===== config.mk =====
export PLATFORM = sky130hd
export DESIGN_NAME = adder_subtractor_acc
export DESIGN_NICKNAME = d
export VERILOG_FILES = /design/src/rtl/adder_subtractor_acc.sv
export SDC_FILE = /design/constraint.sdc
export NUM_CORES = 1
export LEC_CHECK = 0
export BUFFER_PORTS_ARGS = -buffer_cell sky130_fd_sc_hd__buf_2
export CAP_MARGIN = 20
export CORE_AREA = 2 2 78 62
export CTS_CLUSTER_DIAMETER = 100
export CTS_CLUSTER_SIZE = 25
export DETAILED_ROUTE_END_ITERATION = 10
export DIE_AREA = 0 0 80 64
export SETUP_SLACK_MARGIN = 0.1
export SKIP_LAST_GASP = 1
export SLEW_MARGIN = 20
export SYNTH_ARGS = -nofsm -noshare
export SYNTH_HDL_FRONTEND = slang
export SYNTH_SLANG_ARGS = --single-unit

===== constraint.sdc =====
create_clock -name clk -period 6.6 [get_ports clk]
set_clock_uncertainty 0.1 [all_clocks]
set_input_delay 0.66 -clock clk [delete_from_list [all_inputs] [get_ports clk]]
set_output_delay 0.66 -clock clk [all_outputs]
set_load 0.02 [all_outputs]

===== src/rtl/adder_subtractor_acc.sv =====
// Registered add/subtract unit with an internal accumulator, optional signed
// saturation and a valid/ready handshake on both sides (one result per cycle).
module adder_subtractor_acc #(
  parameter int WIDTH = 8,
  parameter bit SAT   = 1'b0
) (
  input  logic             clk,
  input  logic             rst,
  input  logic [WIDTH-1:0] A,
  input  logic [WIDTH-1:0] B,
  input  logic             Op,
  input  logic             Acc,
  input  logic             Clr,
  input  logic             In_valid,
  output logic             In_ready,
  output logic [WIDTH-1:0] Sum,
  output logic             Cout,
  output logic             Ovf,
  output logic             Zero,
  output logic             Out_valid,
  input  logic             Out_ready
);

  localparam logic [WIDTH-1:0] MAX_POS = {1'b0, {(WIDTH-1){1'b1}}};
  localparam logic [WIDTH-1:0] MAX_NEG = {1'b1, {(WIDTH-1){1'b0}}};

  logic [WIDTH-1:0] acc_r;
  logic [WIDTH-1:0] sum_r;
  logic             cout_r;
  logic             ovf_r;
  logic             zero_r;
  logic             out_valid_r;

  logic [WIDTH-1:0] x_s;
  logic [WIDTH-1:0] b_eff_s;
  logic [WIDTH:0]   raw_s;
  logic             ovf_s;
  logic [WIDTH-1:0] sum_s;
  logic             accept_s;

  // Ready whenever the output slot is empty or being drained this cycle.
  assign In_ready = !out_valid_r || Out_ready;
  assign accept_s = In_valid && In_ready;

  // Operand selection, two's-complement add/subtract and saturation.
  always_comb begin
    x_s = A;
    if (Acc) begin
      if (Clr) begin
        x_s = {WIDTH{1'b0}};
      end else begin
        x_s = acc_r;
      end
    end else begin
      x_s = A;
    end
    b_eff_s = Op ? ~B : B;
    raw_s   = {1'b0, x_s} + {1'b0, b_eff_s} + {{WIDTH{1'b0}}, Op};
    ovf_s   = (x_s[WIDTH-1] == b_eff_s[WIDTH-1]) && (raw_s[WIDTH-1] != x_s[WIDTH-1]);
    // Overflow direction follows the sign of the first operand.
    if (SAT && ovf_s) begin
      if (x_s[WIDTH-1]) begin
        sum_s = MAX_NEG;
      end else begin
        sum_s = MAX_POS;
      end
    end else begin
      sum_s = raw_s[WIDTH-1:0];
    end
  end

  // Result registers, output handshake and accumulator.
  always_ff @(posedge clk) begin
    if (rst) begin
      acc_r       <= {WIDTH{1'b0}};
      sum_r       <= {WIDTH{1'b0}};
      cout_r      <= 1'b0;
      ovf_r       <= 1'b0;
      zero_r      <= 1'b0;
      out_valid_r <= 1'b0;
    end else if (accept_s) begin
      acc_r       <= sum_s;
      sum_r       <= sum_s;
      cout_r      <= raw_s[WIDTH];
      ovf_r       <= ovf_s;
      zero_r      <= (sum_s == {WIDTH{1'b0}});
      out_valid_r <= 1'b1;
    end else begin
      if (Clr) begin
        acc_r <= {WIDTH{1'b0}};
      end else begin
        acc_r <= acc_r;
      end
      if (Out_ready) begin
        out_valid_r <= 1'b0;
      end else begin
        out_valid_r <= out_valid_r;
      end
    end
  end

  assign Sum       = sum_r;
  assign Cout      = cout_r;
  assign Ovf       = ovf_r;
  assign Zero      = zero_r;
  assign Out_valid = out_valid_r;

endmodule


Yosys cells after proc, flatten, opt, wreduce, memory -nomap -nowiden
Index checks and enable logic that the tools add are counted.
{"block": "totals", "ff_bits": 20, "input_bits": 23}
{"block": "op_classes", "addsub": 2, "n_eq_ne": 2, "mux": 6, "n_bitwise": 1, "reduce_logical": 6}
{"operator": "two-way mux 8 bit", "n": 4}
{"operator": "adder 8 x 8 -> 9 bit", "n": 1}
{"operator": "adder 9 x 1 -> 9 bit", "n": 1}
{"operator": "logical NOT 8 bit", "n": 1}
{"operator": "NOT 8 bit", "n": 1}
{"operator": "logical AND 1 bit", "n": 2}
{"operator": "two-way mux 1 bit", "n": 2}
{"operator": "nonzero test 2 bit", "n": 1}
{"operator": "== test 1 bit", "n": 1}
{"operator": "logical NOT 1 bit", "n": 1}
{"operator": "logical OR 1 bit", "n": 1}
{"operator": "inequality test 1 bit", "n": 1}

Logic depth before layout (Yosys ltp)
{"block": "logic_depth", "word_depth": 6, "depth_mapped": 10}

Least setup slack after synthesis
OpenSTA, ideal clock, no wires.
{"block": "synth_path", "path_kind": "input port to flip-flop", "from": "input Acc", "to": "register zero_r (netlist: Zero)", "arrival_time_ns": 2.528, "required_time_ns": 6.384, "setup_slack_ns": 3.857, "path_stages": 10, "path_buffers": 1, "cell_sequence": "buf_6 > and3b_1 > nor3_2 > nor2_1 > fa_1 > nand3_1 > a21boi_2 > o311a_1 > o2111a_1 > a31o_1"}
{"block": "synth_between", "elab_chain_cells": 4}
{"item": "start: declaration", "line_no": "12", "rtl": "input logic Acc,"}
{"item": "two-way mux 8 bit", "line_no": "48", "rtl": "if (Acc) begin"}
{"item": "adder 8 x 8 -> 9 bit", "line_no": "58", "rtl": "raw_s = {1'b0, x_s} + {1'b0, b_eff_s} + {{WIDTH{1'b0}}, Op};"}
{"item": "adder 9 x 1 -> 9 bit", "line_no": "58"}
{"item": "logical NOT 8 bit", "line_no": "86", "rtl": "zero_r <= (sum_s == {WIDTH{1'b0}});"}
{"item": "end signal: assignment", "line_no": "86"}
{"item": "end: declaration", "line_no": "31", "rtl": "logic zero_r;"}
No other way between the ends.
A chain may end at the register's enable or synchronous reset.

Worst setup path after layout
{"block": "layout_path", "from": "input Acc", "to": "register sum_r[6] (netlist: Sum[6])"}
{"block": "layout_between", "elab_chain_cells": 3}
{"item": "two-way mux 8 bit", "line_no": "48"}
{"item": "adder 8 x 8 -> 9 bit", "line_no": "58"}
{"item": "adder 9 x 1 -> 9 bit", "line_no": "58"}
{"item": "end signal: assignment", "line_no": "76", "rtl": "sum_r <= {WIDTH{1'b0}};"}
{"item": "end signal: assignment", "line_no": "83", "rtl": "sum_r <= sum_s;"}
{"item": "end: declaration", "line_no": "28", "rtl": "logic [WIDTH-1:0] sum_r;"}
No other way between the ends.

==> results.yml <==
setup_path:
  cp.arrival_ns: 2.87
  cp_top_family: "simple AND/OR/NAND/NOR gates"
  required_ns: 6.70
  crit_path_top_delay_cell: "fa_1"
  crit_buf_inv: 1
  max_stage_delay_ns: 0.41
  crit_type: "in -> reg"
  worstPathMaxFanout: 11
  start_kind: "primary input"
  cp-end-kind: "register"
  crit_chain: "buf_2 -> and3b_1 -> nor3_2 -> nor2_1 -> fa_1 -> nand3_1 -> a21boi_2 -> o311a_1 -> or3_1 -> a21oi_1"
pwr:
  power.density_nw_per_um2: 224
  p_leak_uw: 0.000744
  ir_drop_mv: 0.105
job:
  maxCapViolCount: 0
grt:
  grt_use_total_pct: 13.3
  grt_pass1_vias: 1068
  grt-ovfl-total: 0
  antenna_found_initial: 0
  grt_max_degree: 22
  grt_pass1_wl_um: 5240
cts:
  cts_hold_buf: 0
  clkLatencyLatePin_ns: 0.26
  cts_setup_buffers: 0
  cts_buffer_depth: 2
  post_cts_resized: 0
  clockRootBuffer: "clkbuf_8"
  numCtsBuffers: 3
  tritoncts: "done"
  clk_pin_slew_worst_paths_ns: 0.08
  htree_levels: 1
  cts_sinks: 20
detailed_routing:
  postRouteAntennaNets: 0
  vias: 1203
  drt_iter0_drc: 51
  remaining_drc_errors: 0
  drt-wirelength-per-cell_um: 13.5
  vias_per_cell: 4.93
  drtPass1Iterations: 4
  wl_um: 3300
floorplan:
  num_rows: 21
  die_w_um: 80
  core_area_um2: 4310
  die_y_um: 64
  start_util_pct: 32.2
  ios: 36
  dieArea_um2: 5120
logic_synthesis:
  synth_cell_types: 47
  netlist_area_um2: 1390
  seq_area_frac_synth_pct: 28.9
  netlist_instances: 156
  ys_ff_latch: 20
  ys_async_sr_fraction_pct: 0
  synth.avg_cell_area_um2: 8.89
  synth-edff-count: 0
  yosys_warnings: 0
  synth_flop_cell: "dfxtp_1"
  synth_area_leaders: "dfxtp_1 (29%), ha_1 (6.3%), mux2_2 (5.7%)"
  synth_top_area_cell: "dfxtp_1"
  synth_top_area_share_pct: 28.9
  synth_nets: 187
sta:
  worstMarginPinSlew_ns: 0.554
  worst_slack_ns: 3.83
  slew_violations: 0
  rsz0062_at_grt: "false"
  fin_crit_ns: 2.77
  slew_headroom_pct: 62.9
  hold_viol: 0
  max_clock_freq_mhz: 361
  setup_viol_count_final: 0
  tns_ns: 0
  fin_crit_sh_pct: 42.0
outcome:
  status: "finished, final reports clean"
place:
  dp_slack_ns: 3.56
  place.port_buffers: 35
  dp_hpwl_um: 2560
  gp_congestion: 0.850
finish:
  synthToLayoutAreaGrowth_pct: 18.2
  nNetsFinal: 219
  diodes: 0
  final_cell_mix: "buf_2 (35), dfxtp_1 (20), nand2_1 (14), a21oi_1 (14), nor2_1 (10)"
  drive_above_1_share_pct: 28.9
  final_common_cell: "buf_2"
worst_hold_path:
  worstHoldPathType: "reg -> reg"
synth_stat cells (3+ instances only):
master	instances
nand2b_1	5
nor2_1	10
a21oi_1	14
a211oi_1	7
clkbuf_1	5
nor2b_1	7
nand2_1	14
or3_1	3
nand3_1	5
mux2_2	7
ha_1	7
xor2_1	9
inv_1	4
dfxtp_1	20
report_power, final:
group	leakage [uW]	internal, uW	total, uW	switching, uW
combinational	0.000550	56.1	136	79.6
clock	0.0000288	53.1	93.6	40.5
sequential	0.000165	133	138	4.69
total	0.000744	242	367	125
metrics by stage:
step | total power, uW | hold slack (ns) | cell area, um^2 | util, % | std cells
3_3_place_gp | 276 | 0.342 | 1580 | 36.8 | 240
2_1_floorplan | 243 | 0.353 | 1390 | - | 156
3_5_place_dp | 276 | 0.345 | 1580 | 36.8 | 240
5_1_grt | 390 | 0.373 | 1640 | 38.0 | 244
6_report | 367 | 0.355 | 1640 | 38.0 | 244
4_1_cts | 369 | 0.356 | 1640 | 38.0 | 244
path summary, 6_finish.rpt:
check,start,endpoint,slack (ns),cells after the start
worst max-delay path,Acc,Sum[6]$_SDFFE_PP0P_,3.83,10
worst min-delay path,Sum[1]$_SDFFE_PP0P_,Sum[1]$_SDFFE_PP0P_,0.35,2
worst max register to register,acc_r[0]$_SDFF_PP0_,Sum[6]$_SDFFE_PP0P_,4.13,9
worst min register to register,Sum[1]$_SDFFE_PP0P_,Sum[1]$_SDFFE_PP0P_,0.35,2
kinds of logic after synthesis:
logic type / count (synthesis) / synth area share [%]
and+or+nand+nor: 56 / 22.2
adders and majority gates: 8 / 7.76
muxes: 8 / 6.41
buffers and inverters: 12 / 4.60
xor gates and xnor gates: 11 / 6.95
AOI/OAI and AO/OA: 41 / 23.2
DFF: 20 / 28.9
cell type report:
class                   count  area [um^2]
multi-input cells         124          922
well taps                  57         71.3
repair buffers             35          175
flip-flops and latches     20          400
clock buffers               4         55.1
inverters                   4         15.0
fillers                   467         2670
metal layers:
metal / share of wire (%) / vias to the layer above / GRT usage [%]
li1: - / 627 / -
met4: 0.82 / 0 / 3.18
met1: 53 / 534 / 20.2
met5: 0 / - / 0
met2: 39 / 38 / 17.8
met3: 7.4 / 4 / 4.52
tightest hold or removal path: stages (launching register included):
cell,delay [ns]
dfxtp_1,0.31
nand2_1,0.05
a21oi_1,0.05
sequential cells by signal, indices dropped and copies added, names as in the netlist:
signal     cells
Cout           1
Out_valid      1
Ovf            1
Sum            8
Zero           1
acc_r          8
Note: power is estimated with default switching activity, not from simulation.
